### config.mk
export PLATFORM = sky130hd
export DESIGN_NAME = mmio_switch_port_flat
export DESIGN_NICKNAME = d
export VERILOG_FILES = /design/src/rtl/mmio_switch_port_if.sv /design/src/rtl/mmio_switch_port.sv /design/src/flat_wrapper.sv
export SDC_FILE = /design/constraint.sdc
export NUM_CORES = 1
export LEC_CHECK = 0
export CAP_MARGIN = 0
export CORE_MARGIN = 3
export CORE_UTILIZATION = 60
export DETAILED_ROUTE_END_ITERATION = 7
export HOLD_SLACK_MARGIN = 0.02
export PLACE_DENSITY = 0.84
export REMOVE_ABC_BUFFERS = 1
export SLEW_MARGIN = 20
export SYNTH_ARGS = -nofsm -noshare
export SYNTH_HDL_FRONTEND = slang
export SYNTH_SLANG_ARGS = --single-unit
### constraint.sdc
create_clock -name clk_i -period 16 [get_ports clk_i]
set_input_delay 2.4 -clock clk_i [delete_from_list [all_inputs] [get_ports clk_i]]
set_output_delay 2.4 -clock clk_i [all_outputs]
set_load 0.02 [all_outputs]
### src/rtl/mmio_switch_port_if.sv
// Bus-side signals of the memory-mapped switch input port.
// Signals: sel (access targets this port this cycle), we (write enable),
// addr (byte address, only [3:2] decoded), wdata (write data),
// rdata (registered read data).
interface mmio_switch_port_if;
  logic        sel;
  logic        we;
  logic [31:0] addr;
  logic [31:0] wdata;
  logic [31:0] rdata;

  // Processor / data-memory bus side
  modport master (
    output sel,
    output we,
    output addr,
    output wdata,
    input  rdata
  );

  // Responder side
  modport slave (
    input  sel,
    input  we,
    input  addr,
    input  wdata,
    output rdata
  );
endinterface

### src/rtl/mmio_switch_port.sv
// mmio_switch_port: memory-mapped input responder for the board switches.
// Each switch is synchronised (2 flops), debounced (DEBOUNCE_CYCLES stable
// cycles; 0 bypasses the filter), and its rising edges are latched in a
// sticky EDGE register that software clears with write-1-to-clear.
// Register map by addr[3:2]:
//   0 DATA   RO  debounced switch levels
//   1 EDGE   R/W1C sticky rising-edge flags
//   2 MASK   RW  interrupt mask (reads 0, writes ignored without IO_IRQ_EN)
//   3 STATUS RO  bit0 = any edge pending
// Optional feature macro: IO_IRQ_EN -- adds the MASK flops and a registered
// irq = |(edge & mask). Without it irq_o is tied low.
module mmio_switch_port #(
  parameter int DEBOUNCE_CYCLES = 50000,
  parameter int NSW             = 10
) (
  input  logic                clk_i,
  input  logic                rst_i,
  input  logic [NSW-1:0]      sw_i,
  mmio_switch_port_if.slave   bus,
  output logic                irq_o
);

  // Counter only needs to reach DEBOUNCE_CYCLES-1; keep at least 1 bit so
  // the declarations stay legal when the filter is bypassed.
  localparam int CNT_W = (DEBOUNCE_CYCLES > 0) ? $clog2(DEBOUNCE_CYCLES + 1) : 1;
  localparam logic [CNT_W-1:0] CNT_LAST =
    CNT_W'((DEBOUNCE_CYCLES > 0) ? (DEBOUNCE_CYCLES - 1) : 0);

  localparam logic [1:0] REG_DATA   = 2'd0;
  localparam logic [1:0] REG_EDGE   = 2'd1;
  localparam logic [1:0] REG_MASK   = 2'd2;
  localparam logic [1:0] REG_STATUS = 2'd3;

  logic [NSW-1:0] s1_q;
  logic [NSW-1:0] s2_q;
  logic [NSW-1:0] stable_q;
  logic [NSW-1:0] stable_d;
  logic [NSW-1:0] edge_q;
  logic [NSW-1:0] edge_d;
  logic [NSW-1:0] mask_q;
  logic [NSW-1:0] clr_bits;
  logic [31:0]    rdata_q;
  logic [31:0]    rdata_d;
  logic [31:0]    rd_word;
  logic [1:0]     reg_idx;
  logic           rd_en;
  logic           wr_en;

  // Only addr[3:2] and wdata[NSW-1:0] are decoded; fold the rest into a
  // sink so the unused bus bits are visibly intentional.
  logic unused_bus_bits;
  assign unused_bus_bits = ^{bus.addr, bus.wdata};

  assign reg_idx = bus.addr[3:2];
  assign rd_en   = bus.sel & ~bus.we;
  assign wr_en   = bus.sel & bus.we;

  // Two-flop synchroniser for the raw asynchronous switch levels
  always_ff @(posedge clk_i or posedge rst_i) begin
    if (rst_i) begin
      s1_q <= '0;
      s2_q <= '0;
    end else begin
      s1_q <= sw_i;
      s2_q <= s1_q;
    end
  end

  // Per-bit debounce filter producing the next accepted level stable_d
  genvar gi;
  generate
    for (gi = 0; gi < NSW; gi++) begin : g_bit
      if (DEBOUNCE_CYCLES == 0) begin : g_bypass
        assign stable_d[gi] = s2_q[gi];
      end else begin : g_deb
        logic [CNT_W-1:0] cnt_q;
        logic [CNT_W-1:0] cnt_d;
        logic             flip;

        // Count consecutive cycles the synchronised level disagrees with
        // the accepted level; accept it on the DEBOUNCE_CYCLES-th one
        always_comb begin
          cnt_d = cnt_q + CNT_W'(1);
          flip  = 1'b0;
          if (s2_q[gi] == stable_q[gi]) begin
            cnt_d = '0;
          end else if (cnt_q == CNT_LAST) begin
            cnt_d = '0;
            flip  = 1'b1;
          end
        end

        assign stable_d[gi] = stable_q[gi] ^ flip;

        // Debounce counter register
        always_ff @(posedge clk_i or posedge rst_i) begin
          if (rst_i) begin
            cnt_q <= '0;
          end else begin
            cnt_q <= cnt_d;
          end
        end
      end
    end
  endgenerate

  // W1C request from a bus write to EDGE; a rise in the same cycle wins
  always_comb begin
    clr_bits = '0;
    if (wr_en && (reg_idx == REG_EDGE)) begin
      clr_bits = bus.wdata[NSW-1:0];
    end
    edge_d = (edge_q & ~clr_bits) | (stable_d & ~stable_q);
  end

  // Accepted levels and sticky rising-edge flags
  always_ff @(posedge clk_i or posedge rst_i) begin
    if (rst_i) begin
      stable_q <= '0;
      edge_q   <= '0;
    end else begin
      stable_q <= stable_d;
      edge_q   <= edge_d;
    end
  end

  // Read multiplexer over the current register values (pre-update view)
  always_comb begin
    rd_word = '0;
    case (reg_idx)
      REG_DATA:   rd_word[NSW-1:0] = stable_q;
      REG_EDGE:   rd_word[NSW-1:0] = edge_q;
      REG_MASK:   rd_word[NSW-1:0] = mask_q;
      REG_STATUS: rd_word[0]       = |edge_q;
      default:    rd_word          = '0;
    endcase
    rdata_d = rd_en ? rd_word : rdata_q;
  end

  // Registered read data; holds its value when no read is issued
  always_ff @(posedge clk_i or posedge rst_i) begin
    if (rst_i) begin
      rdata_q <= '0;
    end else begin
      rdata_q <= rdata_d;
    end
  end

  assign bus.rdata = rdata_q;

`ifdef IO_IRQ_EN
  logic irq_q;

  // Interrupt mask register and registered interrupt request
  always_ff @(posedge clk_i or posedge rst_i) begin
    if (rst_i) begin
      mask_q <= '0;
      irq_q  <= 1'b0;
    end else begin
      if (wr_en && (reg_idx == REG_MASK)) begin
        mask_q <= bus.wdata[NSW-1:0];
      end
      irq_q <= |(edge_q & mask_q);
    end
  end

  assign irq_o = irq_q;
`else
  // No mask storage: MASK reads as zero and the interrupt is never raised
  assign mask_q = '0;
  assign irq_o  = 1'b0;
`endif

endmodule
### src/flat_wrapper.sv
// flat-port wrapper written by rule: the top's interface ports become plain ports
module mmio_switch_port_flat 
#(
  parameter int DEBOUNCE_CYCLES = 50000,
  parameter int NSW             = 10
)
  (clk_i, rst_i, sw_i, irq_o, bus_sel, bus_we, bus_addr, bus_wdata, bus_rdata);
  mmio_switch_port_if bus_i ();
  input  logic clk_i;
  input  logic rst_i;
  input  logic [NSW-1:0] sw_i;
  output logic irq_o;
  input wire logic [$bits(bus_i.sel)-1:0] bus_sel;
  input wire logic [$bits(bus_i.we)-1:0] bus_we;
  input wire logic [$bits(bus_i.addr)-1:0] bus_addr;
  input wire logic [$bits(bus_i.wdata)-1:0] bus_wdata;
  output wire logic [$bits(bus_i.rdata)-1:0] bus_rdata;
  assign bus_i.sel = bus_sel;
  assign bus_i.we = bus_we;
  assign bus_i.addr = bus_addr;
  assign bus_i.wdata = bus_wdata;
  assign bus_rdata = bus_i.rdata;
  mmio_switch_port #(.DEBOUNCE_CYCLES(DEBOUNCE_CYCLES), .NSW(NSW)) u_core (.clk_i(clk_i), .rst_i(rst_i), .sw_i(sw_i), .bus(bus_i), .irq_o(irq_o));
endmodule
-- Word level (Yosys, flattened, before mapping)
Cells that the tools add are included.
- bits in registers: 210
- logic and storage cells: 112
- mux-type cells: 43
- equal/unequal tests: 23
- reductions and logical operators: 3
- add/sub/neg operators: 10
- bitwise operators: 18
- operators by type and width (cell ; count):
    16-bit 2-to-1 mux ; 20
    16-bit by 1-bit adder with 16-bit output (second input constant) ; 10
    16-bit equality test (second input constant) ; 10
    10-bit AND ; 2
    1-bit 2-to-1 mux ; 20
    10-bit NOT ; 2
    9-bit one-hot mux with 2 select lines ; 1
    1-bit equality test ; 10
    10-bit 2-to-1 mux ; 1
    10-bit OR ; 1
    10-bit OR reduction ; 1
    1-bit XOR ; 10
    2-bit equality test (second input constant) ; 2
    1-bit one-hot mux with 4 select lines ; 1
    1-bit AND ; 2
    2-bit by 1-bit equality test with 1-bit output (second input constant) ; 1
    2-bit logical NOT ; 1
    1-bit logical AND ; 1
    1-bit NOT ; 1

-- Logic depth before layout (Yosys ltp)
- word-level depth: 6
- depth in mapped cells: 6
- gate-level depth less buffers: 5

-- Least setup slack after synthesis
Ideal clock, no wire load.
- path type: input to register
- start point: in bus_addr[2]
- end point: reg u_core.rdata_q[0] (netlist: u_core.bus.rdata[0])
- slack: 12.647 ns
- arrival: 3.270 ns
- cell stages on the path: 5
- data required time: 15.917 ns
- buffers on the path: 1
- setup time: 0.083 ns
- cells stage by stage: buf_1 -> o21ai_0 -> o31ai_1 -> o41ai_1 -> o21ai_0
- longest elaborated chain between the ends: 2
- RTL lines (element ; line ; RTL):
    start: declaration ; flat_wrapper.sv:15 ; input wire logic [$bits(bus_i.addr)-1:0] bus_addr;
    2-bit equality test (tied with other cells) ; mmio_switch_port.sv:130 ; case (reg_idx)
    1-bit one-hot mux with 4 select lines * ; mmio_switch_port.sv:130 ;
    end signal: assignment ; mmio_switch_port.sv:145 ; rdata_q <= rdata_d;
    end: declaration ; mmio_switch_port.sv:42 ; logic [31:0] rdata_q;
Every way passes the cells marked *; elsewhere a longest branch is shown, timed or not.
A chain may end at the register's enable or synchronous reset.

-- Final worst setup path
- start point: in bus_addr[2]
- end point: reg u_core.edge_q[9]
- longest elaborated chain between the ends: 6
- RTL lines (element ; line ; RTL):
    2-bit by 1-bit equality test with 1-bit output ; mmio_switch_port.sv:110 ; if (wr_en && (reg_idx == REG_EDGE)) begin
    1-bit logical AND ; mmio_switch_port.sv:110 ;
    10-bit 2-to-1 mux ; mmio_switch_port.sv:110 ;
    10-bit NOT ; mmio_switch_port.sv:113 ; edge_d = (edge_q & ~clr_bits) | (stable_d & ~stable_q);
    10-bit AND ; mmio_switch_port.sv:113 ;
    10-bit OR ; mmio_switch_port.sv:113 ;
    named net u_core.edge_d[9] ; mmio_switch_port.sv:39 ; logic [NSW-1:0] edge_d;
    end signal: assignment ; mmio_switch_port.sv:123 ; edge_q <= edge_d;
    end: declaration ; mmio_switch_port.sv:38 ; logic [NSW-1:0] edge_q;
The timed path passes the listed nets, and every way through them passes these cells.

==> impl_metrics.csv <==
group,metric,value,unit
die,core,16000,µm²
finish,area_delta_synth_final,12.5,%
setup_path,reg2reg_depth,4,
route,drc_errors,0,
clocking,clock_sinks,210,
pwr,power_density,102,nW/µm²
die,fp-row-count,46,
worst_hold_path,hp-class,"flip-flop to flip-flop",
route,vias_per_cell,5.58,
setup_path,path_class,"input pin to flip-flop",
global_routing,grt_start_max_net_pins,127,
pwr,ir_drop,0.0877,mV
route,drt_iter0_markers,451,
pwr,power.total,1.13,mW
logic_synthesis,yosysSeqAreaShare,0.532,
finish,final_cell_mix,"dfrtp_1, nor2_1, xnor2_1, nand2_1, nand4_1",
route,dr.pass1.iters,5,
setup_path,rrSetupSlack,13.93,ns
sta,worst_slew_pin_slew,0.900,ns
global_routing,first_global_vias,6773,
logic_synthesis,synth.distinct_cells,42,
place,portBuffers,35,
finish,diodes,0,
logic_synthesis,synth_edf_count,0,
sta,setup_viol,0,
sta,fin_ws,11.94,ns
clocking,clk_pin_slew_worst_paths,0.06,ns
worst_hold_path,holdPathEnd,"u_core.s2_q[7]",
clocking,htree_levels,1,
die,die_h,134,µm
sta,fin_crit_sh,0.254,
global_routing,overflow,0,
clocking,cts_setup_buffers,0,
logic_synthesis,synth.cell_area,9870,µm²
global_routing,antenna_found_initial,0,
clocking,ctsResizeCount,0,
status,outcome,"finished clean",
place,pre_cts_ws,11.35,ns
global_routing,grt_pass1_wl,31900,µm
setup_path,r2r_end,"u_core.g_bit[0].g_deb.cnt_q[13]",
sta,fmax,246,MHz
logic_synthesis,synth_area_leader_cell,"dfrtp_1",
logic_synthesis,synthTopCellsByArea,"dfrtp_1, xnor2_1, nor2_1, xor2_1, nand4_1",
setup_path,end_kind,"flip-flop",
clocking,cts_buffers,22,
sta,hold_slack,0.350,ns
logic_synthesis,synth_top_flop_cell,"dfrtp_1",
setup_path,critPathLaunchType,"input pin",
setup_path,reg2reg_from,"u_core.g_bit[0].g_deb.cnt_q[12]",
logic_synthesis,ys_seq_elements,210,
finish,final_nets,1101,
setup_path,required,16.38,ns
clocking,clk_path_buf_depth,3,
logic_synthesis,synthArstFlopShare,1.00,
logic_synthesis,yosysTopAreaCellShare,0.532,
place,placed_area,10400,µm²
clocking,hold_buffers,0,
flow_run,drv_cap,0,
pwr,power.static_leakage,4.58,nW
finish,fin_cells,1245,
finish,drive_gt1_frac,0.0534,
setup_path,cp-startpoint,"bus_addr[2]",
setup_path,crit_arrival,4.44,ns
route,wl_per_cell,15.1,µm
sta,fin_tns_setup,0,ns
sta,fin_worst_skew,0.0164,ns
logic_synthesis,yosysWarnings,0,
logic_synthesis,syn_inst,969,
finish,final_cell_area,11100,µm²
logic_synthesis,avgSynthCellArea,10.2,µm²
place,finalWeightedCongestion,0.880,
die,dieArea,18000,µm²
worst_hold_path,min_from,"u_core.s1_q[7]",
route,ant_nets,0,
clocking,clock_latency,0.50,ns
sta,drv_slew,0,
worst_hold_path,min_path_cells,0,
global_routing,track_usage,0.211,
die,io_pins,111,
route,vias,6941,
finish,final_common_cell,"dfrtp_1",
setup_path,path_max_fanout,13,
clocking,root_buffer,"clkbuf_16",
finish,fin_util,0.694,
die,die_x,134,µm
route,wl,18800,µm
clocking,cts_tree,"done",
place,hpwlAfterDp,12500,µm
sta,layout_min_cycle_time,4.06,ns
sta,hold_violations,0,
place,dp.cells,1205,
die,start_util,0.617,
sta,maxSlewHeadroom,0.398,
sta,rsz0062_at_grt,"no",
registers in the layout, summed over array words and instances, names as in the netlist:
register,count
u_core.s2_q,10
u_core.g_bit.g_deb.cnt_q,160
u_core.bus.rdata,10
u_core.stable_q,10
u_core.edge_q,10
u_core.s1_q,10
per-layer routing:
layer | global-route usage | wire length, µm | vias to the layer above
li1 | - | - | 3394
met3 | 0.0334 | 785 | 41
met2 | 0.349 | 9120 | 142
met1 | 0.291 | 8330 | 3364
met4 | 0.0656 | 519 | 0
met5 | 0 | 0 | -
synthesized netlist by cell type (8+ instances only):
cell,instances
clkbuf_1,12
nor3_1,34
nor2_1,167
nor4_1,37
o21ai_0,13
mux2_2,8
and3_1,19
dfrtp_1,210
nor4b_1,9
nand3_1,43
nand2b_1,9
buf_4,23
mux2i_1,9
o21ai_1,9
xnor2_1,104
nor4bb_1,15
nand2_1,78
xor2_1,39
nand4_1,50
ha_1,10
inv_1,26
area by class of cell:
class | count | area (µm²)
multi-input combinational | 717 | 4370
clock inverter | 10 | 104
timing repair buffer | 36 | 362
tap | 216 | 270
fill | 1156 | 4890
inverter | 26 | 105
clock buffer | 30 | 642
sequential | 210 | 5260
logic make-up (layout without fill, tap and decap cells):
logic type | Yosys count | in the layout | share of synthesized area
XOR/XNOR | 143 | 143 | 0.127
flip-flops | 210 | 210 | 0.532
adder cells (fa/ha/maj) | 10 | 10 | 0.0127
AND/OR/NAND/NOR | 483 | 483 | 0.246
multiplexers | 19 | 19 | 0.0205
AO/OA/AOI/OAI | 39 | 39 | 0.0276
other | 1 | 23 | 0.000380
buffers and inverters | 64 | 102 | 0.0333
worst max-delay path by stage:
stage                                       to
5_1_grt                    u_core.bus.rdata[0]
2_1_floorplan              u_core.bus.rdata[0]
3_3_place_gp   u_core.g_bit[4].g_deb.cnt_q[13]
4_1_cts         u_core.g_bit[1].g_deb.cnt_q[0]
3_5_place_dp   u_core.g_bit[4].g_deb.cnt_q[12]
6_report                      u_core.edge_q[9]
critical path, cell delays in order:
cell             delay (ns)
clkdlybuf4s50_1        0.96
and4b_1                0.71
nand2_1                0.14
a32o_1                 0.22
power breakdown:
group / leakage, nW / switching (mW) / total [mW] / internal (mW)
sequential: 2.85 / 0.0140 / 0.559 / 0.545
clock: 0.375 / 0.201 / 0.515 / 0.313
combinational: 1.36 / 0.0379 / 0.0584 / 0.0205
total: 4.58 / 0.253 / 1.13 / 0.879
Note: power is estimated with default switching activity, not from simulation.
